===== src/rtl/ma_pkg.sv =====
// Shared types for the moving-average channel scheduler.
// Channel indices, sample width and scheduler FSM states.
package ma_pkg;

    localparam int NUM_CH   = 3;
    localparam int SAMPLE_W = 2;
    localparam int CH_W     = 2;
    localparam int FILL_W   = 4;

    typedef logic [CH_W-1:0]     ch_t;
    typedef logic [SAMPLE_W-1:0] sample_t;

    typedef enum logic [1:0] {
        IDLE  = 2'd0,
        ARB   = 2'd1,
        SEND  = 2'd2,
        FLUSH = 2'd3
    } state_e;

    // Next channel index, wrapping after the last channel.
    function automatic ch_t ch_next(input ch_t c);
        return (c == ch_t'(NUM_CH - 1)) ? '0 : c + 1'b1;
    endfunction

endpackage


===== src/rtl/ma_rr_arbiter.sv =====
// Combinational round-robin arbiter for the channel scheduler.
// Search starts at the channel after last and wraps once.
module ma_rr_arbiter
    import ma_pkg::*;
(
    input  logic [NUM_CH-1:0] req,
    input  ch_t               last,
    output logic [NUM_CH-1:0] grant
);

    ch_t c;

    // Walk channels from last+1; the first requester wins.
    always_comb begin
        grant = '0;
        c     = ch_next(last);
        for (int i = 0; i < NUM_CH; i++) begin
            if (req[c] && (grant == '0)) begin
                grant[c] = 1'b1;
            end
            c = ch_next(c);
        end
    end

endmodule


===== src/rtl/ma_chan_sched.sv =====
// Three-channel scheduler feeding one shared moving-average datapath.
// Optional window flush is built when MA_SCHED_FLUSH_EN is defined.
module ma_chan_sched
    import ma_pkg::*;
#(
    parameter int WINDOW_SIZE = 2
) (
    input  logic                         clk,
    input  logic                         rst_n,
    input  logic [NUM_CH-1:0]            req_valid,
    input  logic [NUM_CH*SAMPLE_W-1:0]   req_data,
    output logic [NUM_CH-1:0]            req_ready,
    output logic                         dp_valid,
    output ch_t                          dp_chan,
    output sample_t                      dp_data,
    input  logic                         dp_ready,
    output logic [NUM_CH-1:0]            win_full,
    input  logic                         flush_req,
    output logic                         flush_busy
);

    localparam logic [FILL_W-1:0] FILL_MAX = FILL_W'(WINDOW_SIZE);

    state_e              state;
    state_e              state_nx;
    ch_t                 last_grant;
    logic [NUM_CH-1:0]   req_snap;
    logic [NUM_CH-1:0]   grant;
    ch_t                 gnt_ch;
    sample_t             gnt_data;
    ch_t                 cap_chan;
    sample_t             cap_data;
    logic [FILL_W-1:0]   fill [NUM_CH];
    logic                flush_pend;
    logic                fill_clr;
    logic                any_req;

    assign any_req = |req_valid;

    ma_rr_arbiter u_arb (
        .req   (req_snap),
        .last  (last_grant),
        .grant (grant)
    );

    // Convert the one-hot grant to an index and pick its sample.
    always_comb begin
        gnt_ch   = '0;
        gnt_data = '0;
        unique case (1'b1)
            grant[0]: gnt_ch = 2'd0;
            grant[1]: gnt_ch = 2'd1;
            grant[2]: gnt_ch = 2'd2;
            default:  gnt_ch = 2'd0;
        endcase
        gnt_data = req_data[gnt_ch*SAMPLE_W +: SAMPLE_W];
    end

`ifdef MA_SCHED_FLUSH_EN
    ch_t               flush_ch;
    logic [FILL_W-1:0] flush_cnt;
    logic              flush_last;

    assign flush_last = (flush_ch == ch_t'(NUM_CH - 1)) &&
                        (flush_cnt == FILL_W'(WINDOW_SIZE - 1));
    assign fill_clr   = (state == FLUSH) && dp_ready && flush_last;

    // Latch one flush request; drop it when the flush begins.
    always_ff @(posedge clk or posedge rst_n) begin
        if (rst_n) begin
            flush_pend <= 1'b0;
        end else if ((state != FLUSH) && (state_nx == FLUSH)) begin
            flush_pend <= 1'b0;
        end else if (flush_req && (state != FLUSH)) begin
            flush_pend <= 1'b1;
        end
    end

    // Step through WINDOW_SIZE zero samples per channel.
    always_ff @(posedge clk or posedge rst_n) begin
        if (rst_n) begin
            flush_ch  <= '0;
            flush_cnt <= '0;
        end else if ((state == FLUSH) && dp_ready) begin
            if (flush_cnt == FILL_W'(WINDOW_SIZE - 1)) begin
                flush_cnt <= '0;
                flush_ch  <= flush_last ? '0 : ch_next(flush_ch);
            end else begin
                flush_cnt <= flush_cnt + 1'b1;
            end
        end
    end
`else
    logic unused_flush_req;

    assign unused_flush_req = flush_req;
    assign flush_pend       = 1'b0;
    assign fill_clr         = 1'b0;
`endif

    // State register.
    always_ff @(posedge clk or posedge rst_n) begin
        if (rst_n) begin
            state <= IDLE;
        end else begin
            state <= state_nx;
        end
    end

    // Next-state logic.
    always_comb begin
        state_nx = state;
        unique case (state)
            IDLE: begin
                if (flush_pend) begin
                    state_nx = FLUSH;
                end else if (any_req) begin
                    state_nx = ARB;
                end
            end
            ARB: begin
                state_nx = (|grant) ? SEND : IDLE;
            end
            SEND: begin
                if (dp_ready) begin
                    if (flush_pend) begin
                        state_nx = FLUSH;
                    end else if (any_req) begin
                        state_nx = ARB;
                    end else begin
                        state_nx = IDLE;
                    end
                end
            end
            FLUSH: begin
`ifdef MA_SCHED_FLUSH_EN
                if (dp_ready && flush_last) begin
                    state_nx = IDLE;
                end
`else
                state_nx = IDLE;
`endif
            end
            default: state_nx = IDLE;
        endcase
    end

    // Outputs decoded from state and captured sample.
    always_comb begin
        req_ready  = '0;
        dp_valid   = 1'b0;
        dp_chan    = cap_chan;
        dp_data    = cap_data;
        flush_busy = 1'b0;
        unique case (state)
            IDLE:  ;
            ARB:   req_ready = grant;
            SEND:  dp_valid = 1'b1;
            FLUSH: begin
`ifdef MA_SCHED_FLUSH_EN
                dp_valid   = 1'b1;
                dp_chan    = flush_ch;
                dp_data    = '0;
                flush_busy = 1'b1;
`endif
            end
            default: ;
        endcase
    end

    // Snapshot requests outside ARB; capture the granted sample in ARB.
    always_ff @(posedge clk or posedge rst_n) begin
        if (rst_n) begin
            last_grant <= ch_t'(NUM_CH - 1);
            req_snap   <= '0;
            cap_chan   <= '0;
            cap_data   <= '0;
        end else begin
            if (state != ARB) begin
                req_snap <= req_valid;
            end
            if ((state == ARB) && (|grant)) begin
                last_grant <= gnt_ch;
                cap_chan   <= gnt_ch;
                cap_data   <= gnt_data;
            end
        end
    end

    // Per-channel fill counters, saturating at the window size.
    always_ff @(posedge clk or posedge rst_n) begin
        if (rst_n) begin
            for (int i = 0; i < NUM_CH; i++) begin
                fill[i] <= '0;
            end
        end else if (fill_clr) begin
            for (int i = 0; i < NUM_CH; i++) begin
                fill[i] <= '0;
            end
        end else if ((state == SEND) && dp_ready) begin
            if (fill[cap_chan] != FILL_MAX) begin
                fill[cap_chan] <= fill[cap_chan] + 1'b1;
            end
        end
    end

    // Window-full flags.
    always_comb begin
        for (int i = 0; i < NUM_CH; i++) begin
            win_full[i] = (fill[i] == FILL_MAX);
        end
    end

endmodule


===== config.mk =====
export PLATFORM = sky130hd
export DESIGN_NAME = ma_chan_sched
export DESIGN_NICKNAME = d
export VERILOG_FILES = /design/src/rtl/ma_pkg.sv /design/src/rtl/ma_rr_arbiter.sv /design/src/rtl/ma_chan_sched.sv
export SDC_FILE = /design/constraint.sdc
export NUM_CORES = 1
export LEC_CHECK = 0
export ABC_AREA = 1
export CORE_UTILIZATION = 49
export CTS_BUF_LIST = sky130_fd_sc_hd__clkbuf_2
export DETAILED_ROUTE_END_ITERATION = 6
export GPL_TIMING_DRIVEN = 1
export PLACE_DENSITY = 0.81
export SETUP_SLACK_MARGIN = 0.5
export SLEW_MARGIN = 20
export SYNTH_ARGS = -nofsm -noshare
export SYNTH_HDL_FRONTEND = slang
export SYNTH_HIERARCHICAL = 1
export SYNTH_SLANG_ARGS = --single-unit

===== constraint.sdc =====
create_clock -name clk -period 2.1 [get_ports clk]
set_clock_uncertainty 0.15 [all_clocks]
set_input_delay 0.21 -clock clk [delete_from_list [all_inputs] [get_ports clk]]
set_output_delay 0.21 -clock clk [all_outputs]
set_load 0.05 [all_outputs]

# After elaboration in Yosys (flattened, before gate mapping)
# Cells that the tools add are included.
dict set report word_totals {
  ff_bits 23
  latchBits 0
  ramBits 0
  romBits 0
  output_inout_bits 12
  mem_count 0
}
dict set report classes {
  add_sub_neg 4
  mul 0
  div_mod_pow 0
  magnitude_cmp 8
  eq_ne 13
  shifts 1
  muxes 32
  n_bitwise 3
  reduce_logical 15
}
# op n
set op_table {}
lappend op_table {{12-bit bitwise mux} 1}
lappend op_table {{4-bit by 2-bit == test with 1-bit output (second input constant)} 3}
lappend op_table {{2-bit 2-to-1 mux} 6}
lappend op_table {{3-bit 2-to-1 mux} 4}
lappend op_table {{4-bit 2-to-1 mux} 3}
lappend op_table {{2-bit == test (second input constant)} 5}
lappend op_table {{2-bit by 3-bit less-than comparator with 1-bit output (second input constant)} 3}
lappend op_table {{4-bit binary-select mux with 2-bit select} 1}
lappend op_table {{4-bit demux with 2-bit select} 1}
lappend op_table {{1-bit logical AND} 8}
lappend op_table {{1-bit 2-to-1 mux} 8}
lappend op_table {{2-bit one-hot mux with 4 select lines} 1}
lappend op_table {{2-bit by 1-bit adder with 2-bit output (second input constant)} 3}
lappend op_table {{1-bit binary-select mux with 2-bit select} 3}
lappend op_table {{1-bit demux with 2-bit select} 3}
lappend op_table {{2-bit by 1-bit >= comparator with 1-bit output (second input constant)} 3}
lappend op_table {{3-bit zero test} 2}
lappend op_table {{3-bit bitwise OR} 2}
lappend op_table {{3-bit OR reduction} 2}
lappend op_table {{6-bit by 4-bit indexed part select with 2-bit output} 1}
lappend op_table {{4-bit by 1-bit adder with 4-bit output (second input constant)} 1}
lappend op_table {{2-bit inequality test (second input constant)} 2}
lappend op_table {{4-bit by 2-bit inequality test with 1-bit output (second input constant)} 1}
lappend op_table {{2-bit one-hot mux with 2 select lines} 1}
lappend op_table {{other kinds (7)} 8}

# Logic depth before layout (Yosys ltp)
dict set report depth {
  depth_word 16
  depth_mapped 14
  depth_no_buf 14
}

# Hierarchy
# Netlist, hierarchy kept.
# mod instances cells_per_inst area_per_inst_um2 seq_area_each_um2
set by_module_without_submodules {}
lappend by_module_without_submodules {ma_chan_sched 1 149 1247.4 551.8}
lappend by_module_without_submodules {ma_rr_arbiter 1 40 202.7 0.0}

# Worst setup path after synthesis
# Ideal clock, no wire load.
dict set report synth_timing {
  path_kind {reg-to-reg}
  start {reg last_grant[1]}
  end {reg cap_chan[1], in the netlist dp_chan[1]}
  setup_time_ps 83
  arrival_time_ps 2219
  slack_ps -352
  path_stages_with_launch 13
  n_path_buf 0
  path_cell_list {dfstp_2 inv_2 nand2_4 inv_2 nand2_1 o221ai_1 nor2_2 nand3_1 nand2_1 inv_1 nor2_1 inv_1 o21ai_0}
}
dict set report synth_via {
  elab_chain_len 15
}
# element line
set synth_lines {}
lappend synth_lines {{start, declared} ma_chan_sched.sv:26} ;# ch_t last_grant;
lappend synth_lines {{start signal, assigned} ma_chan_sched.sv:174} ;# last_grant <= ch_t'(NUM_CH - 1);
lappend synth_lines {{start signal, assigned} ma_chan_sched.sv:183} ;# last_grant <= gnt_ch;
lappend synth_lines {{2-bit by 1-bit adder with 2-bit output / 2-bit == test (equally long branches)} ma_pkg.sv:22} ;# return (c == ch_t'(NUM_CH - 1)) ? '0 : c + 1'b1;
lappend synth_lines {{2-bit 2-to-1 mux *} ma_pkg.sv:22}
lappend synth_lines {{branches (longest 10 deep; another with 2-bit by 3-bit less-than comparator with 1-bit output)} n/a}
lappend synth_lines {{3-bit 2-to-1 mux *} ma_rr_arbiter.sv:18} ;# if (req[c] && (grant == '0)) begin
lappend synth_lines {{named net grant[2]} ma_chan_sched.sv:28} ;# logic [NUM_CH-1:0] grant;
lappend synth_lines {{3-bit OR reduction} ma_chan_sched.sv:182} ;# if ((state == ARB) && (|grant)) begin
lappend synth_lines {{1-bit logical AND} ma_chan_sched.sv:182}
lappend synth_lines {{end signal, assigned} ma_chan_sched.sv:184} ;# cap_chan <= gnt_ch;
lappend synth_lines {{end, declared} ma_chan_sched.sv:31} ;# ch_t cap_chan;
# Mark *: on every way through the listed nets, which the timed path passes. The select of a mux whose other input is x is not followed.
# A chain may end at the register's enable or synchronous reset.

# Worst setup path in the final report
dict set report layout_timing {
  start {reg last_grant[1]}
  end {out req_ready[0]}
}
dict set report layout_via {
  elab_chain_len 14
}
# element line
set layout_lines {}
lappend layout_lines {{2-bit by 1-bit adder with 2-bit output / 2-bit == test (equally long branches)} ma_pkg.sv:22}
lappend layout_lines {{2-bit 2-to-1 mux *} ma_pkg.sv:22}
lappend layout_lines {{branches (longest 10 deep; another with 2-bit by 3-bit less-than comparator with 1-bit output)} n/a}
lappend layout_lines {{3-bit 2-to-1 mux *} ma_rr_arbiter.sv:18}
lappend layout_lines {{named net grant[0]} ma_chan_sched.sv:28}
lappend layout_lines {{3-bit 2-to-1 mux *} ma_chan_sched.sv:155} ;# unique case (state)
lappend layout_lines {{end, declared} ma_chan_sched.sv:12} ;# output logic [NUM_CH-1:0] req_ready,
# Marks and branches as above.

==> results.ini <==
[outcome]
status = finished, violations left
violations = negative setup slack

[route]
viasPerCell = 5.491
drt_wl_total_um = 4400
post-route-drc-count = 0
vias = 1510
drtIter0Drc = 109
drtPass1Iterations = 4
wl_per_cell_um = 16.00
postRouteAntennaNets = 0

[final_layout]
nNetsFinal = 260
final_cell_mix = 27 x buf_4, 24 x nand2_1, 21 x nand2_2
antenna_cells = 0
syn_to_final_growth_pct = 56.34
drive_gt1_share_pct = 56.56
final_cells = 275
final_common_cell = buf_4
final_core_util_pct = 81.51

[setup_path]
r2r_slack_ps = -170
cp-end-kind = output pin
required_ps = 1740
crit_arrival_ps = 2030
criticalPathCategory = flip-flop to output pin
crit_fanout = 4
crit_top_cell = nor2_4
max_stage_delay_ps = 620
critPathSlowestCell = dfstp_2
path_cells = inv_4 > nand2_4 > nor2_2 > nor2_4 > nand3_2 > nand2_2 > nor2_4 > nand3_2 > nand2_2 > inv_2 > nor2_4 > buf_12
cp-start-kind = flip-flop

[clocking]
cts_sinks = 22
insertion_delay_ps = 340
cts_made_buffers = 3
cts_tree = done
cts_buffer_depth = 2
cts-root-buf = clkbuf_2
hold_buffers = 0
htree_levels = 1
clk_pin_slew_ps = 220

[timing]
max_slew_margin_pct = 62.75
drv_slew = 0
grt_setup_unrepaired = yes
hold_violations = 0
min_period_over_period_pct = 114.0
finalSetupViolations = 14
max_freq_ghz = 0.4178
fin_ws_ps = -293.7
period_needed_ps = 2394
worst_pin_slew_ps = 558.1

[floorplan]
die_area_sq_mm = 0.003181
fp-row-count = 19
core_sq_mm = 0.002781
die_w_um = 56.40
ioPinCount = 25
die_h_um = 56.40
start_util_pct = 52.14

[grt]
antenna_found_initial = 0
groute.usage.overall_pct = 26.67
first_global_vias = 1441
overflow = 0
grt_max_degree = 16
grt_pass1_wl_um = 6472

[yosys]
yosys-top-cells-area = dfrtp_1 36%, nand2_1 11%, inv_1 7.5%
synthFlopType = dfrtp_1
synth_top_area_share_pct = 36.24
ys_seq_elements = 22
avgSynthCellArea_sq_um = 7.673
synth_cell_types = 28
synth_fp_nets = 204
yosys_warnings = 6
synth.cell_area_sq_mm = 0.001450
syn_inst = 189
synth_edf_count = 0
seq_area_frac_synth_pct = 38.05
async_reset_ff_share_pct = 100.0
yosys.area.top_type = dfrtp_1

[run]
cap_violations = 0

[placed_design]
dpl.hpwl_um = 2593
routabilityCongestion = 0.9045
io_buffers = 22
dpl.cell_count = 246

[pwr]
cellLeakagePower_uw = 0.001029
p_per_area_mw_per_mm2 = 1900
irDropWorstVdd_mv = 1.799

[min_path]
hold_class = input pin to asynchronous set/reset pin

[sequential cells by signal (all words and copies together) (netlist names)]
signal and flops:
dp_data 2, last_grant 2, dp_chan 1, fill 12, state 2, req_snap 3
[synth_stat cells, types with 2 or more instances]
master,count
nand3_1,17
inv_1,29
o21ai_1,9
nor2_4,4
a31oi_1,2
nand2_4,2
o21ai_0,4
nand2_2,5
ha_1,2
nand3_4,4
dfrtp_1,21
nand3_2,3
nor2_2,8
buf_4,2
inv_2,6
nor2_1,15
nor4_1,3
nand2_1,43
[cell families (layout without fill, tap and decap cells)]
logic type,Yosys count,after routing,synth area share (%)
compound gates,19,19,8.370
flops,22,22,38.05
fa+ha+maj,2,2,1.725
buf+inv,38,93,10.87
xor+xnor,1,1,0.6041
other cells,1,1,0.2586
simple gates,106,106,40.12
[critical path, delay by kind of cell (launching register included)]
kind          cells  cell delay (ps)
flops             1              620
buf+inv           3              310
simple gates      9              790
[layer usage]
layer	vias up	wire length, um	share of wire, %	global-route usage, %
met4	0	89	2.0	10.80
met5	-	0	0	0
met3	9	174	4.0	4.147
met1	740	1697	39	30.13
met2	53	2437	55	49.66
li1	708	-	-	-
[through the flow]
| stage | instance area [sq um] | setup TNS, ps | setup WS, ps | total power (uW) | hold WS [ps] |
|---|---|---|---|---|---|
| 2_1_floorplan | 1543 | 0 | 195.1 | 2472 | 48.41 |
| 3_3_place_gp | 1848 | 0 | 87.43 | 3033 | 315.1 |
| 3_5_place_dp | 1848 | 0 | 18.10 | 3117 | 334.7 |
| 4_1_cts | 2111 | -715.0 | -207.5 | 3817 | 41.90 |
| 5_1_grt | 2267 | -3500 | -433.8 | 4569 | 74.05 |
| 6_report | 2267 | -1543 | -293.7 | 4307 | 27.48 |
[path summary, 6_finish.rpt]
path | endpoint | depth (start not counted) | start
setup reg to reg | dp_data[1] | 14 | last_grant[0]
min in group clk | req_snap[0] | 3 | req_valid[0]
hold reg to reg | state[0] | 1 | state[0]
setup / recovery | req_ready[0] | 12 | last_grant[1]
max in group asynchronous | fill[4] | 3 | rst_n
hold / removal | fill[3] | 2 | rst_n
[power breakdown]
group	switching, uW	internal (uW)	leakage, uW	total [uW]
registers	206	597	0.000275	803
logic	1960	1370	0.000737	3320
clock network	129	50.4	0.0000166	179
total	2290	2010	0.00103	4310
[layout make-up]
cell class / instances / area [sq um]
multi-input combinational: 129 / 1013
fill: 156 / 514.2
inverter: 35 / 138.9
sequential: 22 / 555.5
clock buffer: 4 / 20.02
tap: 31 / 38.79
timing repair buffer: 54 / 500.5
[repair_timing]
item,4_1_cts,5_1_grt
pin swaps,28,28
setup endpoints to repair,28,28
gates resized for setup,47,37
buffers inserted,19,6
Note: power is estimated with default switching activity, not from simulation.
